$ cat src/rtl/memory_router.sv
// memory_router: decodes the CPU address space into NUM_REGIONS regions,
// issues a one-cycle start to the selected region with a rebased address,
// and completes on region ready or after a fixed per-region latency.
// Unmapped addresses and accesses that run past TIMEOUT complete with an error.
module memory_router #(
    parameter int NUM_REGIONS = 4,
    parameter int AW = 27,
    parameter int DW = 32,
    parameter logic [NUM_REGIONS*AW-1:0] REGION_BASE = {27'hC00410, 27'hC00000, 27'h800000, 27'h0},
    parameter logic [NUM_REGIONS*AW-1:0] REGION_SIZE = {27'hFF0, 27'h410, 27'h400000, 27'h800000},
    parameter logic [NUM_REGIONS*8-1:0]  REGION_LAT  = {8'd1, 8'd1, 8'd0, 8'd0},
    parameter int TIMEOUT = 1023
) (
    input  logic                      clk,
    input  logic                      reset,
    input  logic [AW-1:0]             cpu_addr,
    input  logic [DW-1:0]             cpu_d,
    input  logic                      cpu_we,
    input  logic                      cpu_start,
    output logic                      busy,
    output logic                      done,
    output logic [DW-1:0]             q,
    output logic                      err,
    output logic [1:0]                err_code,
    input  logic [NUM_REGIONS-1:0]    init_in,
    output logic                      init_done,
    output logic [NUM_REGIONS-1:0]    reg_start,
    output logic                      reg_we,
    output logic [AW-1:0]             reg_addr,
    output logic [DW-1:0]             reg_d,
    input  logic [NUM_REGIONS*DW-1:0] reg_q,
    input  logic [NUM_REGIONS-1:0]    reg_ready
);

    localparam int IW = (NUM_REGIONS > 1) ? $clog2(NUM_REGIONS) : 1;
    // Counter wide enough for both TIMEOUT and any 8-bit latency, plus a spare bit.
    localparam int CW = (($clog2(TIMEOUT + 1) > 8) ? $clog2(TIMEOUT + 1) : 8) + 1;

    localparam logic [2:0] S_IDLE  = 3'd0;
    localparam logic [2:0] S_ISSUE = 3'd1;
    localparam logic [2:0] S_WAIT  = 3'd2;
    localparam logic [2:0] S_DONE  = 3'd3;
    localparam logic [2:0] S_HOLD  = 3'd4;

    localparam logic [1:0] E_OK       = 2'd0;
    localparam logic [1:0] E_UNMAPPED = 2'd1;
    localparam logic [1:0] E_TIMEOUT  = 2'd2;

    logic [2:0]             state_q, state_d;
    logic [IW-1:0]          hit_q, hit_d;
    logic                   mapped_q, mapped_d;
    logic [CW-1:0]          cnt_q, cnt_d;
    logic [DW-1:0]          q_q, q_d;
    logic                   err_q, err_d;
    logic [1:0]             err_code_q, err_code_d;
    logic [NUM_REGIONS-1:0] reg_start_q, reg_start_d;
    logic                   reg_we_q, reg_we_d;
    logic [AW-1:0]          reg_addr_q, reg_addr_d;
    logic [DW-1:0]          reg_d_q, reg_d_d;

    logic                   dec_hit;
    logic [IW-1:0]          dec_idx;
    logic [AW-1:0]          dec_off;
    logic [DW-1:0]          sel_q;
    logic                   sel_ready;
    logic [7:0]             sel_lat;
    logic [CW-1:0]          lat_ext;

    assign init_done = &init_in;
    assign busy      = (state_q == S_ISSUE) || (state_q == S_WAIT);
    assign done      = (state_q == S_DONE);
    assign q         = q_q;
    assign err       = err_q;
    assign err_code  = err_code_q;
    assign reg_start = reg_start_q;
    assign reg_we    = reg_we_q;
    assign reg_addr  = reg_addr_q;
    assign reg_d     = reg_d_q;
    assign lat_ext   = CW'(sel_lat);

    // Address decode; descending scan so the lowest matching index is kept.
    // Bounds are AW+1 bits wide so base+size cannot wrap.
    always_comb begin
        dec_hit = 1'b0;
        dec_idx = '0;
        dec_off = '0;
        for (int i = NUM_REGIONS - 1; i >= 0; i--) begin
            if (({1'b0, cpu_addr} >= {1'b0, REGION_BASE[i*AW +: AW]}) &&
                ({1'b0, cpu_addr} <  ({1'b0, REGION_BASE[i*AW +: AW]} +
                                      {1'b0, REGION_SIZE[i*AW +: AW]}))) begin
                dec_hit = 1'b1;
                dec_idx = IW'(i);
                dec_off = cpu_addr - REGION_BASE[i*AW +: AW];
            end
        end
    end

    // Mux the latched region's read data, ready and latency setting.
    always_comb begin
        sel_q     = '0;
        sel_ready = 1'b0;
        sel_lat   = '0;
        for (int i = 0; i < NUM_REGIONS; i++) begin
            if (hit_q == IW'(i)) begin
                sel_q     = reg_q[i*DW +: DW];
                sel_ready = reg_ready[i];
                sel_lat   = REGION_LAT[i*8 +: 8];
            end
        end
    end

    // Access sequencer: IDLE -> ISSUE -> WAIT -> DONE -> (HOLD) -> IDLE.
    always_comb begin
        state_d     = state_q;
        hit_d       = hit_q;
        mapped_d    = mapped_q;
        cnt_d       = cnt_q;
        q_d         = q_q;
        err_d       = err_q;
        err_code_d  = err_code_q;
        reg_start_d = '0;
        reg_we_d    = reg_we_q;
        reg_addr_d  = reg_addr_q;
        reg_d_d     = reg_d_q;
        case (state_q)
            S_IDLE: begin
                if (cpu_start && init_done) begin
                    state_d     = S_ISSUE;
                    hit_d       = dec_idx;
                    mapped_d    = dec_hit;
                    reg_we_d    = cpu_we;
                    reg_addr_d  = dec_off;
                    reg_d_d     = cpu_d;
                    err_d       = 1'b0;
                    err_code_d  = E_OK;
                    // Start flop is loaded here so it is high exactly during ISSUE.
                    reg_start_d = dec_hit ? (NUM_REGIONS'(1) << dec_idx) : '0;
                end
            end
            S_ISSUE: begin
                if (mapped_q) begin
                    state_d = S_WAIT;
                    cnt_d   = CW'(1);
                end else begin
                    state_d    = S_DONE;
                    q_d        = '0;
                    err_d      = 1'b1;
                    err_code_d = E_UNMAPPED;
                end
            end
            S_WAIT: begin
                cnt_d = cnt_q + CW'(1);
                if ((sel_lat != 8'd0) ? (cnt_q == lat_ext) : sel_ready) begin
                    state_d = S_DONE;
                    if (!reg_we_q) begin
                        q_d = sel_q;
                    end
                end else if (cnt_q >= CW'(TIMEOUT)) begin
                    state_d    = S_DONE;
                    q_d        = '0;
                    err_d      = 1'b1;
                    err_code_d = E_TIMEOUT;
                end
            end
            S_DONE: begin
                state_d = cpu_start ? S_HOLD : S_IDLE;
            end
            S_HOLD: begin
                if (!cpu_start) begin
                    state_d = S_IDLE;
                end
            end
            default: begin
                state_d = S_IDLE;
            end
        endcase
    end

    // State and output registers; reset abandons any in-flight access.
    always_ff @(posedge clk or negedge reset) begin
        if (!reset) begin
            state_q     <= S_IDLE;
            hit_q       <= '0;
            mapped_q    <= 1'b0;
            cnt_q       <= '0;
            q_q         <= '0;
            err_q       <= 1'b0;
            err_code_q  <= E_OK;
            reg_start_q <= '0;
            reg_we_q    <= 1'b0;
            reg_addr_q  <= '0;
            reg_d_q     <= '0;
        end else begin
            state_q     <= state_d;
            hit_q       <= hit_d;
            mapped_q    <= mapped_d;
            cnt_q       <= cnt_d;
            q_q         <= q_d;
            err_q       <= err_d;
            err_code_q  <= err_code_d;
            reg_start_q <= reg_start_d;
            reg_we_q    <= reg_we_d;
            reg_addr_q  <= reg_addr_d;
            reg_d_q     <= reg_d_d;
        end
    end

endmodule

$ cat config.mk
export PLATFORM = sky130hd
export DESIGN_NAME = memory_router
export DESIGN_NICKNAME = d
export VERILOG_FILES = /design/src/rtl/memory_router.sv
export SDC_FILE = /design/constraint.sdc
export NUM_CORES = 1
export LEC_CHECK = 0
export ABC_AREA = 1
export BUFFER_PORTS_ARGS = -buffer_cell sky130_fd_sc_hd__buf_2
export CAP_MARGIN = 20
export CORE_ASPECT_RATIO = 0.8
export CORE_MARGIN = 2
export CORE_UTILIZATION = 47
export DETAILED_ROUTE_END_ITERATION = 6
export PLACE_DENSITY = 0.8
export SLEW_MARGIN = 20
export SYNTH_ARGS = -nofsm -noshare
export SYNTH_HDL_FRONTEND = slang
export SYNTH_SLANG_ARGS = --single-unit
$ cat constraint.sdc
create_clock -name clk -period 3.6 [get_ports clk]
set_input_delay 0.18 -clock clk [delete_from_list [all_inputs] [get_ports clk]]
set_output_delay 0.18 -clock clk [all_outputs]
set_load 0.05 [all_outputs]
==> results.yml, run 1 <==
synth:
  synth.top_cells.by_count: "nand2_1, dfrtp_1, nor2_1"
  ys_seq_area_share_pct: 44.0
  ys_top_cells_by_area: "dfrtp_1, nand2_1, nor2_1, o21ai_0, nand3_1"
  synth_ff_type: "dfrtp_1"
  ys_ff_latch: 116
  synth_edf_count: 0
  synth.most_common_cell: "nand2_1"
  ys_types: 34
  synth_top_area_share_pct: 44.0
  netlist_instances: 949
  async_flop_share_pct: 100
  syn_area_per_cell_um2: 6.96
  netlist_area_um2: 6600
  synth_top_area_cell: "dfrtp_1"
  ys_warn_count: 0
  synth_nets: 1155
sta:
  setup_tns_ns: 0
  final-setup-viol-count: 0
  holdWs_ns: 0.0289
  hold_viol: 0
  layout_min_cycle_time_ns: 2.48
  fin_crit_sh_pct: 68.8
  rsz0062_at_grt: "false"
  fin_ws_ns: 1.12
  fmax_mhz: 404
  worstMarginPinSlew_ns: 0.936
  finClkSkew_ns: 0.00813
  final_max_slew_viol_count: 0
  relSlewSlack_pct: 37.4
place:
  dp.cells: 1394
  portBuffers: 298
  place_ws_ns: 1.05
  hpwl_um: 15500
  gp_congestion: 0.916
critical_path:
  r2r-end: "err_code[0]"
  critPathTopFamily: "simple AND/OR/NAND/NOR gates"
  r2r-start: "hit_q[0]"
  arrival_ns: 2.76
  rrSetupSlack_ns: 1.12
  critPathLaunchType: "flip-flop"
  cp_common_cell: "nand2_1"
  cp-end-kind: "flip-flop"
  path_depth: 11
  cp_slowest_stage_delay_ns: 0.66
  r2r_cells: 11
  critPathBufInv: 2
  critical_path.cell_chain: "nand2_1 > nor2_1 > nor2_1 > inv_2 > nand2_1 > nand2_1 > buf_4 > nand2_1 > o21bai_1 > nand2_1 > o21ai_1"
  critical_path_class: "reg -> reg"
  cp_max_fo: 33
  required_ns: 3.89
  worst_path_max_delay_cell: "dfrtp_1"
  startpoint: "hit_q[0]"
global_route:
  overflow: 0
  grt-busiest-layer: "met2"
  gr-usage-met3_pct: 8.50
  grt_pass1_vias: 6755
  grt_max_degree: 60
  antenna_found_initial: 0
  grt_pass1_wl_um: 33200
  use_met1_pct: 37.6
  use_met2_pct: 44.7
  grt_usage_pct: 28.4
detailed_routing:
  vias_per_cell: 5.18
  dr_total_vias: 7570
  wire_per_inst_um: 15.0
  postRouteAntennaNets: 0
  drt_iter0_drc: 679
  drt_pre_antenna_iters: 7
  drt-total-wl_um: 22000
  drc_errors: 0
min_path:
  holdCritPathClass: "in -> reg"
  whs_endpoint: "state_q[2]"
  hold_depth: 3
  hold_start: "cpu_start"
cts:
  clk_path_buf_depth: 2
  insertion_delay_ns: 0.40
  clk_pin_slew_worst_paths_ns: 0.05
  htree_levels: 4
  cts_buffers: 17
  cts_tree: "done"
  cts_resized: 0
  postCtsSetupRepairBufs: 0
  cts.sinks: 116
  cts_hold_buffers: 36
  root_buffer: "clkbuf_16"
cells_and_area:
  diodes: 0
  area_delta_synth_final_pct: 39.0
  fin_nets: 1475
  final-instance-count-excl-fill: 1462
  fillers: 1136
  drive_gt1_share_pct: 28.1
power_and_ir_drop:
  total_power_mw: 7.41
  ir_worst_vdd_mv: 0.634
  p_leak_nw: 5.18
  p_per_area_nw_per_um2: 807
floorplanning:
  ios: 301
  fp.coreArea_um2: 13600
  rows: 38
  start_util_pct: 48.4
  dieArea_um2: 15000
  die_y_um: 110
  die_w_um: 137
status:
  status: "completed"
job:
  cap_violations: 0
area by class of cell:
class	instances	area [um2]	area share, %
Timing Repair Buffer	345	1950	21.2
Clock inverter	10	130	1.42
Inverter	77	292	3.18
Multi-Input combinational cell	712	3210	35.0
Sequential cell	116	2900	31.6
Clock buffer	22	464	5.06
Tap cell	180	225	2.45
cell families (layout without fill, tap and decap cells):
logic type / Yosys count / after routing / synth area share [%]
AO/OA/AOI/OAI: 158 / 158 / 13.3
buffers and inverters: 121 / 454 / 7.47
flip-flops: 116 / 116 / 44.0
adder cells (fa/ha/maj): 7 / 7 / 1.33
XOR/XNOR: 5 / 5 / 0.663
AND/OR/NAND/NOR: 542 / 542 / 33.3
worst reg2reg max path, delay by kind of cell, from the launching register on:
family,cells,cell delay [ns]
AND/OR/NAND/NOR,7,1.02
AO/OA/AOI/OAI,2,0.28
flip-flops,1,0.66
buffers and inverters,2,0.40
through the flow:
stage | utilization, % | area, um2
finish | 67.3 | 9180
global route | 67.3 | 9180
CTS | 67.3 | 9180
detailed placement | 60.3 | 8220
global placement | 60.3 | 8220
floorplan | - | 6600
registers in the layout, summed over array words and instances, names as in the netlist:
name       cells
mapped_q       1
q             32
reg_d         32
cnt_q         11
err_code       2
state_q        3
err            1
reg_start      4
reg_addr      27
reg_we         1
hit_q          2
power breakdown:
group	internal, mW	leakage, nW	switching [mW]
clock network	1.12	0.290	0.563
logic	0.927	3.35	2.81
registers	1.70	1.55	0.298
routing by layer:
layer	wire length [um]	vias to the layer above	part of all wire, %
met4	437	0	2.0
li1	-	3698	-
met2	10000	391	46
met5	0	-	0
met3	2150	39	9.8
met1	9350	3442	43
layout by cell type, fill, tap and decap left out, types with 13 or more instances in the layout:
cell type,count
o21ai_1,36
clkbuf_16,17
a21oi_1,14
inv_2,13
nand2_1,337
dfrtp_1,116
inv_1,63
dlygate4sd3_1,36
buf_2,297
nor2_1,107
o21ai_0,79
nand3_1,64
how the worst max path moves through the flow:
stage | to
finish | err_code[0]
floorplan | reg_addr[4]
CTS | err_code[0]
global placement | err
detailed placement | err_code[0]
global route | q[18]
Note: power is estimated with default switching activity, not from simulation.
==> run 2, diff against run 1 <==
==> constraint.sdc (replaced) <==
create_clock -name clk -period 2.4 [get_ports clk]
set_input_delay 0.12 -clock clk [delete_from_list [all_inputs] [get_ports clk]]
set_output_delay 0.12 -clock clk [all_outputs]
set_load 0.05 [all_outputs]
==> results.yml, run 2 (same netlist as run 1, synthesis figures left out) <==
sta:
  relSlewSlack_pct: 41.2
  hold_viol: 0
  worstMarginPinSlew_ns: 0.879
  layout_min_cycle_time_ns: 2.21
  fin_crit_sh_pct: 91.9
  final_max_slew_viol_count: 0
  final-setup-viol-count: 0
  fin_ws_ns: 0.193
  rsz0062_at_grt: "false"
  setup_tns_ns: 0
  fmax_mhz: 453
  finClkSkew_ns: 0.0109
cts:
  insertion_delay_ns: 0.41
  cts.sinks: 116
  postCtsSetupRepairBufs: 0
  root_buffer: "clkbuf_16"
  cts_tree: "done"
  htree_levels: 4
  clk_pin_slew_worst_paths_ns: 0.05
  clk_path_buf_depth: 2
  cts_buffers: 17
critical_path:
  cp_slowest_stage_delay_ns: 0.56
  r2r-start: "state_q[0]"
  required_ns: 2.68
  critPathBufInv: 3
  cp_max_fo: 32
  cp-end-kind: "flip-flop"
  r2r_cells: 10
  r2r-end: "q[12]"
  startpoint: "state_q[0]"
  critical_path.cell_chain: "inv_1 > nor3_1 > inv_1 > nor2_1 > inv_2 > nand2_1 > a31oi_4 > nand2_8 > nand2_1 > nand2_1"
  critPathTopFamily: "simple AND/OR/NAND/NOR gates"
  critPathLaunchType: "flip-flop"
  rrSetupSlack_ns: 0.19
  cp_common_cell: "nand2_1"
  arrival_ns: 2.49
  worst_path_max_delay_cell: "a31oi_4"
  critical_path_class: "reg -> reg"
floorplanning:
  die_y_um: 110
  die_w_um: 137
  fp.coreArea_um2: 13600
  rows: 38
  start_util_pct: 48.4
  ios: 301
  dieArea_um2: 15000
power_and_ir_drop:
  p_per_area_nw_per_um2: 1220
  total_power_mw: 11.3
  p_leak_nw: 5.24
  ir_worst_vdd_mv: 1.16
detailed_routing:
  drt-total-wl_um: 22400
  drt_iter0_drc: 501
  wire_per_inst_um: 15.2
  drt_pre_antenna_iters: 5
  postRouteAntennaNets: 0
  vias_per_cell: 5.20
  drc_errors: 0
  dr_total_vias: 7664
global_route:
  grt_max_degree: 56
  overflow: 0
  grt_usage_pct: 29.3
  grt_pass1_vias: 6987
  grt_pass1_wl_um: 34300
  antenna_found_initial: 0
cells_and_area:
  area_delta_synth_final_pct: 40.9
  fin_nets: 1486
  fin_util_pct: 68.2
  diodes: 0
  final_cell_mix: "nand2_1, buf_2, dfrtp_1"
  mostFrequentLayoutCell: "nand2_1"
  post-route-cell-area_um2: 9310
  drive_gt1_share_pct: 28.7
min_path:
  whs_endpoint: "reg_addr[9]"
  hold_start: "cpu_addr[9]"
  hold_depth: 4
  holdCritPathClass: "in -> reg"
place:
  placed_area_um2: 8280
  portBuffers: 298
  place_ws_ns: -0.246
  hpwl_um: 15800
  gp_congestion: 0.926
job:
  cap_violations: 0
status:
  status: "completed"
==> run 2: cell count changes in the layout (fill, tap and decap cells not counted), sizes merged <==
cell,delta
clkbuf,-3
buf,+8
clkinv,+3
dlygate4sd3,+2
a31oi,+1
==> run 2: where the power goes <==
group / total, mW / leakage [nW] / internal [mW] / switching, mW
Clock: 2.53 / 0.287 / 1.63 / 0.901
Combinational: 5.87 / 3.40 / 1.48 / 4.39
Sequential: 2.93 / 1.55 / 2.54 / 0.390
Total: 11.3 / 5.24 / 5.65 / 5.68
==> run 2: final cells by class <==
class	instances	area, um2
Fill cell	1161	4340
Multi-Input combinational cell	713	3250
Sequential cell	116	2900
Timing Repair Buffer	355	2040
Clock buffer	19	433
Inverter	77	292
Tap cell	180	225
Clock inverter	13	160
==> run 2: worst max path at each step <==
stage / endpoint / slack, ns / cells past startpoint
final: q[12] / 0.19 / 10
after global routing: q[17] / 0.008 / 14
after CTS: q[28] / 0.12 / 14
after detailed placement: q[15] / -0.25 / 10
after global placement: q[12] / -0.12 / 10
after floorplan: reg_addr[4] / 0.32 / 11
==> run 2: routing by layer <==
metal	track usage [%]	vias to the layer above	wire length, um	part of all wire [%]
li1	-	3726	-	-
met4	8.26	0	308	1.4
met5	0	-	0	0
met2	47.4	371	10300	46
met1	38.9	3536	9640	43
met3	8.00	31	2110	9.4
==> run 2: what timing repair did <==
item | 4_1_cts | 5_1_grt
gates resized for setup | 1 | 6
hold buffers | 38 | 0
hold endpoints to repair | 76 | 0
gates cloned | 1 | 0
pin swaps | 0 | 1
setup endpoints to repair | 32 | 32
==> run 2: tightest hold or removal path, cell delays in order <==
cell and delay (ns):
buf_2 0.10, nand2_1 0.05, nand3_1 0.07, nand2_1 0.05
==> run 2: stage by stage <==
stage                     hold WS (ns)  std cells
after floorplan                 -0.176        949
after global placement           0.133       1402
after detailed placement         0.133       1402
after CTS                       0.0111       1473
after global routing            0.0343       1473
final                           0.0292       1473
==> run 3, diff against run 2 <==
--- a/config.mk
+++ b/config.mk
@@ -10,9 +10,9 @@
 export CAP_MARGIN = 20
 export CORE_ASPECT_RATIO = 0.8
 export CORE_MARGIN = 2
-export CORE_UTILIZATION = 47
+export CORE_UTILIZATION = 48
 export DETAILED_ROUTE_END_ITERATION = 6
-export PLACE_DENSITY = 0.8
+export PLACE_DENSITY = 0.78
 export SLEW_MARGIN = 20
 export SYNTH_ARGS = -nofsm -noshare
 export SYNTH_HDL_FRONTEND = slang
==> results.yml, run 3 (same netlist as run 1, synthesis figures left out) <==
detailed_routing:
  wire_per_inst_um: 15.3
  dr_total_vias: 7661
  met1_length_um: 9480
  wl_met2_um: 10800
  postRouteAntennaNets: 0
  top_layer: "met4"
  drt_iter0_drc: 551
  drc_errors: 0
  drt_pre_antenna_iters: 5
  drt-total-wl_um: 22500
  routed-wl-met3_um: 1800
  vias_per_cell: 5.20
floorplanning:
  rows: 38
  ios: 301
  fp.coreArea_um2: 13500
  dieArea_um2: 14700
  start_util_pct: 48.9
  die_w_um: 135
  die_y_um: 109
sta:
  hold_viol: 0
  setup_tns_ns: 0
  worstMarginPinSlew_ns: 0.626
  final-setup-viol-count: 0
  fin_crit_sh_pct: 87.0
  holdWs_ns: 0.0405
  relSlewSlack_pct: 58.3
  final_max_slew_viol_count: 0
  fmax_mhz: 479
  rsz0062_at_grt: "false"
  layout_min_cycle_time_ns: 2.09
  finClkSkew_ns: 0.0139
cells_and_area:
  area_delta_synth_final_pct: 41.0
  drive_gt1_share_pct: 28.6
  mostFrequentLayoutCell: "nand2_1"
  post-route-cell-area_um2: 9310
  diodes: 0
  fin_nets: 1486
  final_cell_mix: "nand2_1, buf_2, dfrtp_1"
cts:
  clk_path_buf_depth: 2
  insertion_delay_ns: 0.40
  cts_buffers: 17
  cts.sinks: 116
  htree_levels: 4
  postCtsSetupRepairBufs: 0
  clk_pin_slew_worst_paths_ns: 0.05
  cts_tree: "done"
  root_buffer: "clkbuf_16"
job:
  cap_violations: 0
global_route:
  grt_pass1_vias: 7033
  grt_max_degree: 47
  grt_pass1_wl_um: 35100
  antenna_found_initial: 0
  overflow: 0
  grt_usage_pct: 30.4
critical_path:
  cp-endpoint: "q[25]"
  worst_path_max_delay_cell: "dfrtp_1"
  cp_slowest_stage_delay_ns: 0.40
  arrival_ns: 2.38
  required_ns: 2.69
  cp_max_fo: 32
  critical_path.cell_chain: "ha_1 > nand2_1 > inv_2 > nand2_1 > nor2_1 > nand2_1 > nor2_2 > nand4_1 > nand2_1 > nor2_1 > nand3_2 > nand2_2 > buf_4 > nand2_1 > nand2_1"
  r2r-end: "q[25]"
  critPathLaunchType: "flip-flop"
  r2r_cells: 15
  cp-end-kind: "flip-flop"
  critical_path_class: "reg -> reg"
  startpoint: "cnt_q[0]"
  r2r-start: "cnt_q[0]"
  cp_common_cell: "nand2_1"
  rrSetupSlack_ns: 0.31
place:
  portBuffers: 298
  hpwl_um: 15800
  placed_area_um2: 8300
  gp_congestion: 0.976
status:
  status: "completed"
power_and_ir_drop:
  p_per_area_nw_per_um2: 1230
  p_leak_nw: 5.25
  ir_worst_vdd_mv: 1.03
min_path:
  holdCritPathClass: "in -> reg"
  hold_start: "cpu_addr[13]"
run 3: per-stage QoR:
step                worst slack (ns)  utilization (%)  instances  total power [mW]
finish                         0.311             68.9       1473              11.4
detailed placement             0.247             61.5       1403              8.61
global route                  0.0263             68.9       1473              12.1
CTS                            0.220             68.9       1473              11.4
floorplan                      0.322                -        949              7.07
global placement               0.313             61.5       1403              8.54
run 3: worst max-delay path, delay by kind of cell (launching register included):
kind                       cells  cell delay, ns
DFF                            1            0.40
buffers and inverters          2            0.30
and+or+nand+nor               12            1.09
adders and majority gates      1            0.19
run 3: area by class of cell:
type                    count  area [um2]
inverters                  77         292
fillers                  1139        4190
clock inverters            12         180
well taps                 180         225
repair buffers            356        2060
clock buffers              20         437
multi-input cells         712        3220
flip-flops and latches    116        2900
run 3: worst min path at each step:
stage / end / depth (start not counted)
6_report: reg_addr[13] / 3
5_1_grt: reg_addr[13] / 3
4_1_cts: reg_addr[9] / 4
3_5_place_dp: reg_addr[16] / 1
3_3_place_gp: reg_addr[20] / 1
2_1_floorplan: cnt_q[0] / 0
run 3: per-layer routing:
layer	global-route usage (%)	up-vias
met5	0	-
met4	9.38	0
met3	6.93	34
met2	51.1	349
met1	39.5	3541
li1	-	3737
run 3: repair_timing:
action                                  in CTS  in global routing
hold endpoints to repair                    80                  0
hold buffers                                38                  0
endpoints found under the setup margin       0                 33
gates resized for setup                      0                  3
run 3: where the power goes:
group | internal (mW) | switching [mW]
Combinational | 1.50 | 4.33
Clock | 1.74 | 0.932
Sequential | 2.54 | 0.384
Total | 5.79 | 5.65
